`src/rtl/iot_event_encoder_if.sv`:
```
// Event-encoder bus bundle.
//   dev_status : per-device activity level (1 = active), sampled on clk
//   en         : 1 = grants allowed, 0 = hold (edges still captured)
//   change     : one-cycle pulse, one event issued
//   on_off     : direction of issued event (1 = connect, 0 = disconnect)
//   dev_id     : index of the device whose event is issued
//   busy       : 1 while any device has a pending event
// master drives the status side; slave is the encoder itself.
interface iot_event_encoder_if #(
   parameter int unsigned N_DEV = 8,
   parameter int unsigned ID_W  = 3
);
   logic [N_DEV-1:0] dev_status;
   logic             en;
   logic             change;
   logic             on_off;
   logic [ID_W-1:0]  dev_id;
   logic             busy;

   modport master (
      output dev_status, en,
      input  change, on_off, dev_id, busy
   );

   modport slave (
      input  dev_status, en,
      output change, on_off, dev_id, busy
   );
endinterface

```
`src/rtl/iot_event_encoder.sv`:
```
// Device connect/disconnect event encoder.
// Detects edges on N_DEV status levels, keeps at most one net pending event
// per device and issues them one per cycle through a round-robin arbiter.
//   clk : system clock, rising edge
//   rst : asynchronous active-low reset
//   bus : iot_event_encoder_if.slave (dev_status, en in; change, on_off,
//         dev_id, busy out)
module iot_event_encoder #(
   parameter int unsigned N_DEV = 8,
   parameter int unsigned ID_W  = 3
) (
   input  logic               clk,
   input  logic               rst,
   iot_event_encoder_if.slave bus
);

   logic [N_DEV-1:0] status_q;
   logic [N_DEV-1:0] pend;
   logic [N_DEV-1:0] pend_dir;
   logic [N_DEV-1:0] pend_nxt;
   logic [N_DEV-1:0] dir_nxt;
   logic [N_DEV-1:0] edge_det;
   logic [N_DEV-1:0] grant;
   logic [ID_W-1:0]  rr_ptr;
   logic [ID_W-1:0]  rr_ptr_nxt;
   logic [ID_W-1:0]  g_idx;
   logic             any_grant;
   int unsigned      idx;

   assign edge_det = bus.dev_status ^ status_q;

   // Round-robin search upward from rr_ptr, wrapping at N_DEV-1.
   always_comb begin
      any_grant = 1'b0;
      g_idx     = '0;
      idx       = 0;
      if (bus.en) begin
         for (int unsigned k = 0; k < N_DEV; k++) begin
            idx = int'(rr_ptr) + k;
            if (idx >= N_DEV) idx = idx - N_DEV;
            if (!any_grant && pend[ID_W'(idx)]) begin
               any_grant = 1'b1;
               g_idx     = ID_W'(idx);
            end
         end
      end
      grant = any_grant ? (N_DEV'(1) << g_idx) : '0;
   end

   always_comb begin
      rr_ptr_nxt = rr_ptr;
      if (any_grant)
         rr_ptr_nxt = (g_idx == ID_W'(N_DEV - 1)) ? '0 : g_idx + ID_W'(1);
   end

   // Grant consumes the pending event first; an edge then either cancels a
   // still-pending event (net zero) or opens a new one in its direction.
   always_comb begin
      pend_nxt = pend;
      dir_nxt  = pend_dir;
      for (int unsigned i = 0; i < N_DEV; i++) begin
         pend_nxt[i] = pend[i] & ~grant[i];
         if (edge_det[i]) begin
            if (pend_nxt[i]) begin
               pend_nxt[i] = 1'b0;
            end else begin
               pend_nxt[i] = 1'b1;
               dir_nxt[i]  = bus.dev_status[i];
            end
         end
      end
   end

   always_ff @(posedge clk or negedge rst) begin
      if (!rst) begin
         status_q   <= '0;
         pend       <= '0;
         pend_dir   <= '0;
         rr_ptr     <= '0;
         bus.change <= 1'b0;
         bus.on_off <= 1'b0;
         bus.dev_id <= '0;
      end else begin
         status_q   <= bus.dev_status;
         pend       <= pend_nxt;
         pend_dir   <= dir_nxt;
         rr_ptr     <= rr_ptr_nxt;
         bus.change <= any_grant;
         if (any_grant) begin
            bus.on_off <= pend_dir[g_idx];
            bus.dev_id <= g_idx;
         end
      end
   end

   assign bus.busy = |pend;

endmodule

```
`src/flat_wrapper.sv`:
```
// flat-port wrapper written by rule: the top's interface ports become plain ports
module iot_event_encoder_flat 
#(
   parameter int unsigned N_DEV = 8,
   parameter int unsigned ID_W  = 3
)
  (clk, rst, bus_dev_status, bus_en, bus_change, bus_on_off, bus_dev_id, bus_busy);
  iot_event_encoder_if #(.N_DEV(N_DEV), .ID_W(ID_W)) bus_i ();
  input  logic clk;
  input  logic rst;
  input wire logic [$bits(bus_i.dev_status)-1:0] bus_dev_status;
  input wire logic [$bits(bus_i.en)-1:0] bus_en;
  output wire logic [$bits(bus_i.change)-1:0] bus_change;
  output wire logic [$bits(bus_i.on_off)-1:0] bus_on_off;
  output wire logic [$bits(bus_i.dev_id)-1:0] bus_dev_id;
  output wire logic [$bits(bus_i.busy)-1:0] bus_busy;
  assign bus_i.dev_status = bus_dev_status;
  assign bus_i.en = bus_en;
  assign bus_change = bus_i.change;
  assign bus_on_off = bus_i.on_off;
  assign bus_dev_id = bus_i.dev_id;
  assign bus_busy = bus_i.busy;
  iot_event_encoder #(.N_DEV(N_DEV), .ID_W(ID_W)) u_core (.clk(clk), .rst(rst), .bus(bus_i));
endmodule
```
`config.mk`:
```
export PLATFORM = sky130hd
export DESIGN_NAME = iot_event_encoder_flat
export DESIGN_NICKNAME = d
export VERILOG_FILES = /design/src/rtl/iot_event_encoder_if.sv /design/src/rtl/iot_event_encoder.sv /design/src/flat_wrapper.sv
export SDC_FILE = /design/constraint.sdc
export NUM_CORES = 1
export LEC_CHECK = 0
export BUFFER_PORTS_ARGS = -buffer_cell sky130_fd_sc_hd__buf_2
export CELL_PAD_IN_SITES_DETAIL_PLACEMENT = 1
export CELL_PAD_IN_SITES_GLOBAL_PLACEMENT = 2
export CORE_ASPECT_RATIO = 1.4
export CORE_MARGIN = 1.5
export CORE_UTILIZATION = 44
export DETAILED_ROUTE_END_ITERATION = 12
export PLACE_DENSITY = 0.86
export SKIP_CTS_REPAIR_TIMING = 1
export SLEW_MARGIN = 0
export SYNTH_ARGS = -nofsm -noshare
export SYNTH_HDL_FRONTEND = slang
export SYNTH_SLANG_ARGS = --single-unit
```
`constraint.sdc`:
```
create_clock -name clk -period 7 [get_ports clk]
set_input_delay 0.7 -clock clk [delete_from_list [all_inputs] [get_ports clk]]
set_output_delay 0.7 -clock clk [all_outputs]
set_load 0.02 [all_outputs]
```
Word-level counts from Yosys, hierarchy flattened
Cells that the tools add are included.
- output and inout bits: 6
- logic and storage cells: 174
- flip-flop bits (word level): 32
- bitwise logic cells: 25
- equality and inequality tests: 1
- $add $sub $neg: 16
- shift-type cells: 1
- mux-type cells: 77
- reduce and logical (&&, ||, !) cells: 23
- order comparisons: 17
- operators with widths (cell ; number):
    $mux 3 ; 26
    $mux 1 ; 41
    $lt 3x4->1 const B ; 9
    $ge 4x4->1 const B ; 7
    $bmux 1 s3 ; 9
    $sub 3x1->3 const B ; 8
    $add 3x3->4 const B ; 4
    $not 1->1 ; 16
    $reduce_and 2->1 ; 8
    $add 3x2->4 const B ; 2
    $and 1x1->1 ; 8
    $mux 8 ; 1
    $reduce_or 8->1 ; 1
    $shl 1x3->8 const A ; 1
    $xor 8x8->8 ; 1
    $logic_and 1x1->1 ; 7
    $logic_not 1->1 ; 7
    $add 3x1->4 const B ; 1
    $ge 3x4->1 const B ; 1
    $add 3x1->3 const B ; 1
    $eq 3x3->1 const B ; 1

Logic depth before layout (Yosys ltp)
- depth in word-level cells: 41
- gate-level depth with buffers: 19
- mapped depth without buffers: 16

Worst setup path after synthesis
OpenSTA, ideal clock, no wires.
- path kind: register -> register
- from: reg u_core.rr_ptr[0]
- to: reg u_core.pend_dir[7]
- required time: 6.875 ns
- data arrival time: 3.921 ns
- stages on the path, launching flop included: 18
- setup slack: 2.954 ns
- cells stage by stage: dfrtp_1 -> buf_6 -> buf_12 -> inv_1 -> ha_1 -> buf_2 -> mux4_2 -> mux2i_4 -> nand2_1 -> or3_4 -> o221ai_1 -> inv_1 -> ha_1 -> ha_1 -> nand2_1 -> nand2_1 -> ha_1 -> mux2_2
- cells in the longest elaborated chain, start to end: 41
- ends and longest elaborated chain (element ; RTL line ; text):
    start, declared ; iot_event_encoder.sv:24 ; logic [ID_W-1:0] rr_ptr;
    start signal, assigned ; iot_event_encoder.sv:87 ; rr_ptr <= rr_ptr_nxt;
    branches (longest 33 deep; another with $add 3x1->4) ; - ;
    $mux 3 (*) ; iot_event_encoder.sv:41 ; if (!any_grant && pend[ID_W'(idx)]) begin
    $mux 3 (*) ; iot_event_encoder.sv:37 ; if (bus.en) begin
    net u_core.g_idx[1] ; iot_event_encoder.sv:26 ; logic [ID_W-1:0] g_idx;
    $shl 1x3->8 (*) ; iot_event_encoder.sv:47 ; grant = any_grant ? (N_DEV'(1) << g_idx) : '0;
    $mux 8 (*) ; iot_event_encoder.sv:47 ;
    $not 1->1 (*) ; iot_event_encoder.sv:62 ; pend_nxt[i] = pend[i] & ~grant[i];
    $and 1x1->1 (*) ; iot_event_encoder.sv:62 ;
    $not 1->1 (no source line) (*) ; - ;
    $reduce_and 2->1 (no source line) (*) ; - ;
    end signal, assigned ; iot_event_encoder.sv:86 ; pend_dir <= dir_nxt;
    end, declared ; iot_event_encoder.sv:19 ; logic [N_DEV-1:0] pend_dir;
Mark *: on every way through the listed nets, which the timed path passes. The select of a mux whose other input is x is not followed.
A chain may end at the register's enable or synchronous reset.

Worst setup path after layout
Same ends and word-level chain as after synthesis.

==> key figures <==
Clocking
  • Clock Latency Late Sink: a little under 300 ps
  • Clock sink count: 32
  • H-tree levels: 2
  • Max clock buf depth: 2
  • TritonCTS clock tree: yes
  • Num CTS Buffers: 5
  • CTS Root Cell: clkbuf_8
  • CTS clk-pin slew, worst paths: 60 ps

Layout
  • Most frequent cells in the layout: dfrtp_1 (32), nand2_1 (24), inv_1 (20)
  • Filler cells: around 610
  • Area Growth Syn to Fin: 9.08%
  • Final non-filler cell total: a little over 300
  • Number of diodes: 0
  • Nets: ~270
  • Final instance area: 0.00265 mm²
  • Most common cell after layout, fill and taps aside: dfrtp_1
  • Layout cells sized above 1: 0.254

Timing
  • RSZ-0062 raised after global routing: no
  • Fmax: approximately 0.2 GHz
  • Tightest Pin Transition: 859 ps
  • Final Critical Period: approximately 5000 ps
  • Slew margin rel.: 0.427
  • Final setup vio count: 0
  • Pins over their slew limit: 0
  • Fin crit share: 0.714
  • Hold Fails Final Rpt: 0
  • Layout Skew: about 11 ps
  • Setup TNS: 0 ps

Synthesis
  • Synth warnings: 0
  • FF+latch count, synth: 32
  • Post-synth cell types: 55
  • Post-synthesis mux area share: 0.241
  • Combinational family with the most area after synthesis: multiplexers
  • Cell Area, Synth: between 0.002 and 0.0025 mm²
  • Seq/Total Area, Yosys: 0.330
  • Most common flop cell mapped by yosys: dfrtp_1
  • Synth Area in Adders: 0.0826
  • Post-Synthesis Cells: ~220
  • Complex-gate fraction of the synthesized area: 0.143
  • Syn avg cell area: 10.9 µm²
  • Async SR Flop Fraction: 1.00
  • Post-synthesis xor/xnor area fraction: 0.0428
  • EDFF count, synth: 0
  • Net Count, Synth: around 250
  • Post-synthesis simple-gate area fraction: 0.103

Detailed routing
  • Drt drc: 0
  • Met3 Wirelength: around 110 µm
  • DR vias: 1806
  • Drt first-iter violations: 77
  • DR WL met2: 3300 µm
  • Drt pass-1 iters: 4
  • Via density: between 5 and 6
  • M1 wire length: approximately 2200 µm
  • Routed len/inst: between 15 and 20 µm
  • WL final: about 5800 µm
  • Highest routed layer: met4
  • Final ANT Viol Nets: 0

Global routing
  • Initial antenna violation count: 0
  • GRT Util Overall: 0.213
  • Global-route wire length before repair: 9730 µm
  • Gr ovfl total: 0
  • Largest net degree at the start of global routing: 33
  • Vias in the first global route: around 1900

Critical path
  • Critical path type: reg -> reg
  • Crit path max fanout: 18
  • Worst Path Required: 7160 ps
  • Nature of the critical path startpoint: register
  • Crit path DAT: 5160 ps
  • Worst setup EP type: register

Floorplanning
  • Die height: 90.8 µm
  • Core Area: ~0.0052 mm²
  • Initial Util: 0.463
  • FP Rows: 31
  • Die width: approximately 66 µm
  • Die area: 0.00597 mm²
  • Io pins: 17

Placement
  • Port-buffer cells: 16
  • Dpl cells: approximately 300
  • Post-DP HPWL: roughly 4500 µm
  • Gpl congestion: between 0.8 and 0.9
  • Area after DPL: about 0.0025 mm²

Flow run
  • MaxCap Viol Count: 0

Outcome
  • Status: complete, no violations

Worst hold path
  • Tightest Hold Check Type: in -> async
[synthesized netlist by cell type, types with 2 or more instances]
cell type | number | area (µm²)
nor2_1 | 7 | 26.3
ha_1 | 16 | 200
xor2_1 | 9 | 78.8
dfrtp_1 | 32 | 801
mux2_2 | 12 | 135
o211ai_1 | 3 | 22.5
nand2_1 | 24 | 90.1
o221ai_1 | 2 | 17.5
mux2_4 | 2 | 30.0
nor3_1 | 5 | 25.0
mux4_2 | 10 | 225
a21oi_1 | 5 | 25.0
o21ai_0 | 16 | 80.1
mux2i_1 | 12 | 120
mux4_1 | 2 | 52.6
buf_2 | 3 | 15.0
inv_1 | 20 | 75.1
nand3_1 | 2 | 10.0
a211oi_1 | 2 | 15.0
or3_1 | 3 | 18.8
[routing by layer]
metal | track usage | vias up
li1 | - | 839
met1 | 0.242 | 927
met2 | 0.404 | 31
met3 | 0.0187 | 9
met4 | 0.0677 | 0
met5 | 0 | -
[cell families (layout without fill, tap and decap cells)]
family,count (synthesis),after routing
buffers and inverters,28,46
AOI/OAI and AO/OA,46,46
adders and majority gates,16,16
muxes,39,39
and+or+nand+nor,50,50
xor gates and xnor gates,11,11
DFF,32,32
[final timing paths]
kind | from | endpoint | slack, ps | cells after the start
setup / recovery | u_core.rr_ptr[0] | u_core.pend_dir[7] | 2000 | 14
hold / removal | rst | u_core.pend_dir[1] | 470 | 1
setup reg to reg | u_core.rr_ptr[0] | u_core.pend_dir[7] | 2000 | 14
hold reg to reg | u_core.bus.dev_id[0] | u_core.bus.dev_id[0] | 470 | 2
max in group asynchronous | rst | u_core.bus.dev_id[0] | 6070 | 1
min in group clk | u_core.bus.dev_id[0] | u_core.bus.dev_id[0] | 470 | 2
[cell type report]
type,count,area (µm²),area share
multi-input cells,162,1490,0.562
flip-flops and latches,32,801,0.303
inverters,22,87.6,0.0331
well taps,66,82.6,0.0312
repair buffers,16,80.1,0.0303
clock buffers,6,72.6,0.0274
clock inverters,2,35.0,0.0132
[worst max-delay path, cell delays in order, from the launching register on]
cell	delay [ps]
dfrtp_1	900
inv_1	320
ha_1	710
mux4_2	650
mux2i_4	220
nand2_1	100
or3_4	360
o221ai_1	440
inv_1	130
ha_1	230
ha_1	220
nand2_1	60
nand2_1	60
ha_1	210
mux2_2	260
[flip-flops by register name (all words and copies together), names as in the netlist]
register and cells:
u_core.bus.on_off 1, u_core.pend 8, u_core.rr_ptr 3, u_core.bus.change 1, u_core.pend_dir 8, u_core.bus.dev_id 3, u_core.status_q 8
[per-stage QoR]
step	util	hold WS, ps	setup slack, ps
3_5_place_dp	0.485	463	1980
5_1_grt	0.505	522	1590
3_3_place_gp	0.485	465	2100
4_1_cts	0.505	478	1960
6_report	0.505	467	2000
2_1_floorplan	-	404	2950
Power is left out: the tool's default activity adds up to more than one toggle a clock period on the data nets, which glitch-free logic cannot reach.
